[config.mk]
export PLATFORM = sky130hd
export DESIGN_NAME = reg_target_io
export DESIGN_NICKNAME = d
export VERILOG_FILES = /design/src/rtl/reg_target_io.sv
export SDC_FILE = /design/constraint.sdc
export NUM_CORES = 1
export LEC_CHECK = 0
export CORE_AREA = 2 2 92 94
export DETAILED_ROUTE_END_ITERATION = 16
export DIE_AREA = 0 0 94 96
export GPL_TIMING_DRIVEN = 0
export PLACE_DENSITY = 0.91
export SYNTH_ARGS = -nofsm -noshare
export SYNTH_HDL_FRONTEND = slang
export SYNTH_SLANG_ARGS = --single-unit
[constraint.sdc]
create_clock -name clk_usb -period 3 [get_ports clk_usb]
set_input_delay 0.45 -clock clk_usb [delete_from_list [all_inputs] [get_ports clk_usb]]
set_output_delay 0.45 -clock clk_usb [all_outputs]
set_load 0.03 [all_outputs]
[src/rtl/reg_target_io.sv]
// Register-mapped target IO block: per-channel drive modes, a one-shot low pulse
// on a selected channel, and synchronized pin readback on a byte-wide register bus.
module reg_target_io #(
  parameter int         NIO         = 8,
  parameter int         PULSE_W     = 16,
  parameter logic [5:0] ADDR_MODE   = 6'd56,
  parameter logic [5:0] ADDR_PULSE  = 6'd57,
  parameter logic [5:0] ADDR_STATUS = 6'd58
) (
  input  logic             clk_usb,
  input  logic             reset_i,
  input  logic [5:0]       reg_address,
  input  logic [15:0]      reg_bytecnt,
  input  logic [7:0]       reg_datai,
  output logic [7:0]       reg_datao,
  input  logic             reg_read,
  input  logic             reg_write,
  input  logic             reg_addrvalid,
  output logic [15:0]      reg_hyplen,
  input  logic [NIO-1:0]   io_in,
  input  logic [NIO-1:0]   src_i,
  input  logic             target_highz,
  output logic [NIO-1:0]   io_out,
  output logic [NIO-1:0]   io_oe,
  output logic             pulse_busy
);

  localparam int MODE_BYTES = (NIO + 3) / 4;
  localparam int STAT_BYTES = (NIO + 7) / 8;

  typedef enum logic [0:0] {IDLE = 1'b0, PULSE = 1'b1} state_t;

  state_t               state_r;
  logic [2*NIO-1:0]     mode_r;
  logic [15:0]          len_r;
  logic [7:0]           idx_r;
  logic [7:0]           pulse_ch_r;
  logic [PULSE_W-1:0]   cnt_r;
  logic [NIO-1:0]       sync1_r;
  logic [NIO-1:0]       sync2_r;

  logic                 wr_mode_s;
  logic                 wr_pulse_s;
  logic                 start_s;
  logic [8*MODE_BYTES-1:0] mode_pad_s;
  logic [8*MODE_BYTES-1:0] mode_wr_s;
  logic [8*STAT_BYTES+7:0] stat_s;
  logic [NIO-1:0]       drv_oe_s;
  logic [NIO-1:0]       drv_out_s;
  logic [NIO-1:0]       pulse_hit_s;
  logic [7:0]           sel_s;
  logic [15:0]          hyplen_s;

  function automatic logic [7:0] pick_byte(input logic [255:0] v, input logic [15:0] idx,
                                           input int nbytes);
    logic [7:0] r;
    r = 8'h00;
    for (int b = 0; b < 32; b++) begin
      r = ((b < nbytes) && (idx == 16'(b))) ? v[8*b +: 8] : r;
    end
    return r;
  endfunction

  assign wr_mode_s  = reg_write && reg_addrvalid && (reg_address == ADDR_MODE);
  assign wr_pulse_s = reg_write && reg_addrvalid && (reg_address == ADDR_PULSE);
  // A start needs a non-zero stored length and an in-range channel; anything else only stores the index.
  assign start_s    = wr_pulse_s && (reg_bytecnt == 16'd2) && (state_r == IDLE) &&
                      (len_r[PULSE_W-1:0] != '0) && (32'(reg_datai) < NIO);
  assign pulse_busy = (state_r == PULSE);

  // Mode register image with the addressed byte replaced by the bus data.
  always_comb begin
    mode_pad_s = '0;
    mode_pad_s[2*NIO-1:0] = mode_r;
    mode_wr_s = mode_pad_s;
    for (int b = 0; b < MODE_BYTES; b++) begin
      mode_wr_s[8*b +: 8] = (reg_bytecnt == 16'(b)) ? reg_datai : mode_pad_s[8*b +: 8];
    end
  end

  // Bus-writable configuration registers.
  always_ff @(posedge clk_usb) begin
    if (reset_i) begin
      mode_r <= '0;
      len_r  <= 16'h0000;
      idx_r  <= 8'h00;
    end else begin
      if (wr_mode_s) begin
        mode_r <= mode_wr_s[2*NIO-1:0];
      end
      if (wr_pulse_s) begin
        case (reg_bytecnt)
          16'd0:   len_r[7:0]  <= reg_datai;
          16'd1:   len_r[15:8] <= reg_datai;
          16'd2:   idx_r       <= reg_datai;
          default: ;
        endcase
      end
    end
  end

  // Pulse FSM; the channel is latched at start so later index writes cannot move a running pulse.
  always_ff @(posedge clk_usb) begin
    if (reset_i) begin
      state_r    <= IDLE;
      cnt_r      <= '0;
      pulse_ch_r <= 8'h00;
    end else begin
      case (state_r)
        IDLE: begin
          if (start_s) begin
            state_r    <= PULSE;
            cnt_r      <= len_r[PULSE_W-1:0];
            pulse_ch_r <= reg_datai;
          end
        end
        PULSE: begin
          if (cnt_r == PULSE_W'(1)) begin
            state_r <= IDLE;
            cnt_r   <= '0;
          end else begin
            cnt_r <= cnt_r - PULSE_W'(1);
          end
        end
        default: begin
          state_r <= IDLE;
          cnt_r   <= '0;
        end
      endcase
    end
  end

  // Two-flop synchronizer for the asynchronous pin levels.
  always_ff @(posedge clk_usb) begin
    if (reset_i) begin
      sync1_r <= '0;
      sync2_r <= '0;
    end else begin
      sync1_r <= io_in;
      sync2_r <= sync1_r;
    end
  end

  // Per-channel drive from the mode bits.
  always_comb begin
    drv_oe_s  = '0;
    drv_out_s = '0;
    for (int k = 0; k < NIO; k++) begin
      case (mode_r[2*k +: 2])
        2'b01: begin drv_oe_s[k] = 1'b1; drv_out_s[k] = 1'b0;     end
        2'b10: begin drv_oe_s[k] = 1'b1; drv_out_s[k] = 1'b1;     end
        2'b11: begin drv_oe_s[k] = 1'b1; drv_out_s[k] = src_i[k]; end
        default: begin drv_oe_s[k] = 1'b0; drv_out_s[k] = 1'b0;   end
      endcase
    end
  end

  // Pulse overrides mode on its channel; high-Z overrides everything but leaves the counter running.
  always_comb begin
    for (int k = 0; k < NIO; k++) begin
      pulse_hit_s[k] = pulse_busy && (pulse_ch_r == 8'(k));
      io_oe[k]       = !target_highz && (pulse_hit_s[k] || drv_oe_s[k]);
      io_out[k]      = !target_highz && !pulse_hit_s[k] && drv_out_s[k];
    end
  end

  // Status image: synchronized pins, then a byte holding the busy flag.
  always_comb begin
    stat_s = '0;
    stat_s[NIO-1:0] = sync2_r;
    stat_s[8*STAT_BYTES] = pulse_busy;
  end

  // Address decode for readback data and register length.
  always_comb begin
    sel_s    = 8'h00;
    hyplen_s = 16'h0000;
    if (reg_address == ADDR_MODE) begin
      hyplen_s = 16'(MODE_BYTES);
      sel_s    = pick_byte(256'(mode_r), reg_bytecnt, MODE_BYTES);
    end else if (reg_address == ADDR_PULSE) begin
      hyplen_s = 16'd3;
      sel_s    = pick_byte(256'({idx_r, len_r}), reg_bytecnt, 3);
    end else if (reg_address == ADDR_STATUS) begin
      hyplen_s = 16'(STAT_BYTES + 1);
      sel_s    = pick_byte(256'(stat_s), reg_bytecnt, STAT_BYTES + 1);
    end else begin
      hyplen_s = 16'h0000;
      sel_s    = 8'h00;
    end
  end

  assign reg_datao  = reg_read ? sel_s : 8'h00;
  assign reg_hyplen = hyplen_s;

endmodule

======== Yosys cells after proc, flatten, opt, wreduce, memory -nomap -nowiden ========
Index checks and enable logic that the tools add are counted.
storage, ports and cells
  register bits after elaboration ......... 81
  word-level logic and storage cells ...... 160
  bits of input ports ..................... 52
  output and inout port bits .............. 41
cells by class
  equal/unequal tests ..................... 38
  bitwise operators ....................... 1
  reductions and logical operators ........ 73
  muxes and demuxes ....................... 36
  order comparisons ....................... 1
  add/subtract/negate cells ............... 1
operators with widths
  cell                                                                           count
  8-bit two-way mux                                                              11
  16-bit two-way mux                                                             4
  1-bit logical AND                                                              39
  16-bit by 1-bit == test with 1-bit output (second input constant)              2
  2-bit == test (second input constant)                                          16
  8-bit by 3-bit == test with 1-bit output (second input constant)               4
  16-bit case mux with 2 select lines                                            1
  3-bit OR reduction                                                             8
  6-bit == test (second input constant)                                          3
  1-bit case mux with 2 select lines                                             9
  16-bit by 2-bit == test with 1-bit output (second input constant)              1
  2-bit by 1-bit == test with 1-bit output (second input constant)               8
  8-bit by 2-bit == test with 1-bit output (second input constant)               2
  16-bit zero test                                                               1
  16-bit nonzero test                                                            1
  16-bit by 1-bit subtractor with 16-bit output (second input constant)          1
  2-bit AND reduction                                                            6
  1-bit two-way mux                                                              10
  1-bit zero test                                                                9
  8-bit by 1-bit == test with 1-bit output (second input constant)               1
  8-bit zero test                                                                1
  1-bit logical OR                                                               8
  8-bit by 4-bit less-than comparator with 1-bit output (second input constant)  1
  2-bit two-way mux                                                              1
  2 further kinds                                                                2

======== Depth between registers and ports, before layout ========
  depth in word-level cells ............... 8
  depth in mapped cells ................... 8
  gate-level depth less buffers ........... 7

======== Worst setup path after synthesis ========
Ideal clock, no wire load.
  kind .................................... in2out
  start ................................... input port reg_bytecnt[3]
  end ..................................... output port reg_datao[3]
  path slack .............................. 0.168 ns
  data required time ...................... 2.550 ns
  stages on the path ...................... 5
  arrival ................................. 2.382 ns
  path buffers ............................ 0
  path through ............................ nor4_4 -> nand4_1 -> nor2_1 -> a221oi_1 -> a211oi_1
between the ends
  longest elaborated chain between the ends .. 7
  elaborated cells on any way between the ends .. 14
  those cells by class .................... eq/ne (2); mux (11); reduce/logical (1)
RTL lines
  element                                      RTL line  text
  start, declared                              13        input logic [15:0] reg_bytecnt,
  16-bit zero test                             59        r = ((b < nbytes) && (idx == 16'(b))) ? v[8*b +: 8] : r;
  8-bit two-way mux (2 in series)              59
  8-bit two-way mux, on equally long branches  184, 59
  8-bit two-way mux                            181       end else if (reg_address == ADDR_PULSE) begin
  8-bit two-way mux *                          178       if (reg_address == ADDR_MODE) begin
  8-bit two-way mux *                          193       assign reg_datao = reg_read ? sel_s : 8'h00;
  end, declared                                15        output logic [7:0] reg_datao,
Mark *: on every way between the ends. The rest lies on a longest branch, timed or not.

======== Worst setup path after layout ========
  start ................................... input port reg_bytecnt[11]
  end ..................................... output port reg_datao[4]
The elaborated chain is that of the path after synthesis.

==> summary.txt <==
Timing
  • Period minus WS final: a little over 3000 ps
  • Final WS setup: -40.3 ps
  • RSZ-0062 raised after global routing: true
  • Final Cycle Share: 101%
  • Slew Limit Fails: 0
  • Tightest Pin Transition: around 910 ps
  • Final Hold Viols: 0
  • Skew final: 6.48 ps
  • Max Fclk: 329 MHz
  • Slew Limit Headroom: a little under two fifths
  • # setup viols final: 2

Synthesis
  • Count of flip-flops with a built-in enable after synthesis: 0
  • Top-area cell type share of the netlist area: between 30% and 40%
  • Synth cell types: 57
  • Post-Syn Area: 0.00426 sq mm
  • Synth top area cells: dfxtp_1 38%, mux2i_1 9.6%, nor2_1 4.8%
  • Number of synthesis warnings: 0
  • Synth Flop Type: dfxtp_1
  • Syn Area/Cell: 8.59 sq um
  • #FFs+latches synth: 81
  • Register area share after synthesis: 38.0%
  • Top cells by count, synth: 81 x dfxtp_1, 54 x nor2_1, 50 x nand2_1, 41 x mux2i_1, 23 x a21oi_1
  • Count leader, synth: dfxtp_1
  • Asr flop ratio synth: 0%
  • Post-synthesis cell count: 496
  • Area leader, netlist: dfxtp_1

Floorplan
  • Die width: 94 um
  • Die Y: approximately 96 um
  • Core area: approximately 0.0081 sq mm
  • Rows: 33
  • Initial Util: a little over half
  • DIE AREA: 0.00902 sq mm
  • # IOs: 93

Global route
  • All-Layer GR Usage: 30.2%
  • Largest net degree at the start of global routing: 16
  • Vias in the first global route: 4161
  • Global-route wire length before repair: 21.0 mm
  • Gr ovfl total: 0
  • Antenna violations before repair: 0

Setup path
  • CP Class: in -> out
  • Critical Path RT: 2550 ps
  • Arrival time at the worst endpoint: 2590 ps
  • CP Capture Type: output port
  • Crit path max fanout: 4
  • Crit start category: input port

Cells and area
  • Layout cell share with drive strength beyond 1: 15.9%
  • Antenna Cells: 0
  • Layout Nets: between 600 and 700
  • Area Growth Syn to Fin: 32.4%
  • Final instance area: about 0.0056 sq mm
  • FILL cells: 602
  • Fin cells: 727

Power
  • Power Density: 380 mW/mm^2
  • Pleak: 2.31 nW
  • Worst VDD drop: 0.000297 V

Clock network
  • Clock transition at the registers of the reported paths: about 80 ps
  • CTS Buf Count: 9
  • Clock tree from TritonCTS: built
  • CTS max path bufs: 2
  • H-tree levels: 3
  • Latest clock arrival within the worst-skew pair: 350 ps
  • Cts hold-fix bufs: 0
  • Clock Tree Root: clkbuf_8
  • Clk sinks: 81

Placed design
  • Inst Count DP: just under 700
  • Routability congestion estimate from global placement: 0.911
  • Final HPWL DP: 9.68 mm
  • IO buf count: 78
  • Placed cell areas: 0.00522 sq mm

Drt
  • DR DRC count: 0
  • Antenna viol nets, final: 0
  • DR pass1 iterations: 6
  • DR iter-0 viols: ~550
  • Routed length per instance: 18.9 um
  • Vias/cell: 6.10
  • Total wire length: 13.7 mm
  • Via count: 4437

Worst hold path
  • Hold Crit Class: reg -> reg

Outcome
  • Failing checks: setup timing
  • Status: complete, but fails checks

Flow run
  • Max cap viols: 0
[area by class of cell]
cell class / count / area, sq um / area share (%)
Inverter: 14 / 52.6 / 0.931
Tap cell: 105 / 131 / 2.33
Clock inverter: 6 / 72.6 / 1.29
Buffer: 35 / 209 / 3.70
Clock buffer: 10 / 138 / 2.44
Sequential cell: 81 / 1620 / 28.7
Timing Repair Buffer: 100 / 912 / 16.2
Multi-Input combinational cell: 376 / 2510 / 44.4
[worst max-delay path, cell delays in order]
cell	delay, ps
clkdlybuf4s50_1	520
nor4_2	430
nand4_1	190
buf_4	210
nor2_4	150
a31oi_1	170
a211oi_2	260
buf_4	200
[kinds of logic (layout without fill, tap and decap cells)]
family                   Yosys count  in the layout  synth area share, %
AND/OR/NAND/NOR                  220            220                 29.8
multiplexers                      41             41                 9.63
other                              1             14               0.0880
adder cells (fa/ha/maj)            2              2                0.587
XOR/XNOR                           7              7                 1.44
buffers and inverters             52            165                 5.93
flip-flops                        81             81                 38.0
AO/OA/AOI/OAI                     92             92                 14.5
[cells in the final DEF (no fill, tap or decap), types with 4 or more instances in the layout]
master           netlist  final
nand2_1               50     50
a32oi_1                4      4
conb_1                 1     14
o21ai_0                5      5
clkbuf_8               0     10
and3_1                 4      4
nor2b_1               19     19
nor4_1                 7      6
buf_4                 14     39
nand4_1                8      8
nand2b_1              12     12
a311oi_1               5      5
and4b_1                7      7
nor4_4                 4      4
mux2i_1               41     41
nor2_1                54     50
inv_1                 13     13
or3_1                  5      5
nand3_1               17     17
dfxtp_1               81     81
o21ai_1               13     13
a31oi_1                6      6
a21oi_1               23     23
or4_1                  4      4
clkdlybuf4s50_1        0     50
clkbuf_1              20     16
buf_6                  0      5
a221oi_1              17     16
o22ai_1                4      4
dlymetal6s2s_1         0      5
xnor2_1                6      6
dlygate4sd2_1          0     10
buf_2                  4      5
and2_1                 6      6
[timing repair]
action	4_1_cts	5_1_grt
setup buffers	8	14
pin swaps	6	13
setup endpoints to repair	25	17
gates resized for setup	77	32
[flip-flops by register name, indices dropped and copies added (netlist names)]
register    flops
cnt_r          16
len_r          16
mode_pad_s     16
idx_r           8
pulse_ch_r      8
sync1_r         8
sync2_r         8
pulse_busy      1
[stage by stage]
step / power [mW] / TNS [ps] / setup WS [ps] / utilization (%) / hold slack, ps
floorplan: 1.20 / 0 / 168 / - / 414
finish: 2.15 / -63.2 / -40.3 / 70.1 / 437
CTS: 2.13 / -127 / -64.7 / 68.1 / 441
global placement: 1.30 / -6040 / -1050 / 64.9 / 422
global route: 2.21 / -331 / -110 / 70.1 / 461
detailed placement: 1.31 / -6650 / -1100 / 64.9 / 420
[worst paths after layout]
kind,start,endpoint,slack (ps),cells past startpoint
worst max-delay path,reg_bytecnt[11],reg_datao[4],-40,8
worst min-delay path,sync1_r[2]$_SDFF_PP0_,sync2_r[2]$_SDFF_PP0_,440,1
worst max register to register,len_r[10]$_SDFFE_PP0P_,cnt_r[11]$_SDFFE_PP0P_,670,5
worst min register to register,sync1_r[2]$_SDFF_PP0_,sync2_r[2]$_SDFF_PP0_,440,1
[routing by layer]
layer	track usage, %	wire, um	share of wire (%)
met1	39.4	5520	40
met4	12.7	439	3.2
met5	0	0	0
met2	49.6	6500	47
met3	5.48	1280	9.3
[report_power, final]
group,internal [mW],total (mW),switching [mW]
combinational,0.101,0.210,0.108
clock,0.418,0.849,0.431
sequential,1.08,1.09,0.00278
Note: power is estimated with default switching activity, not from simulation.
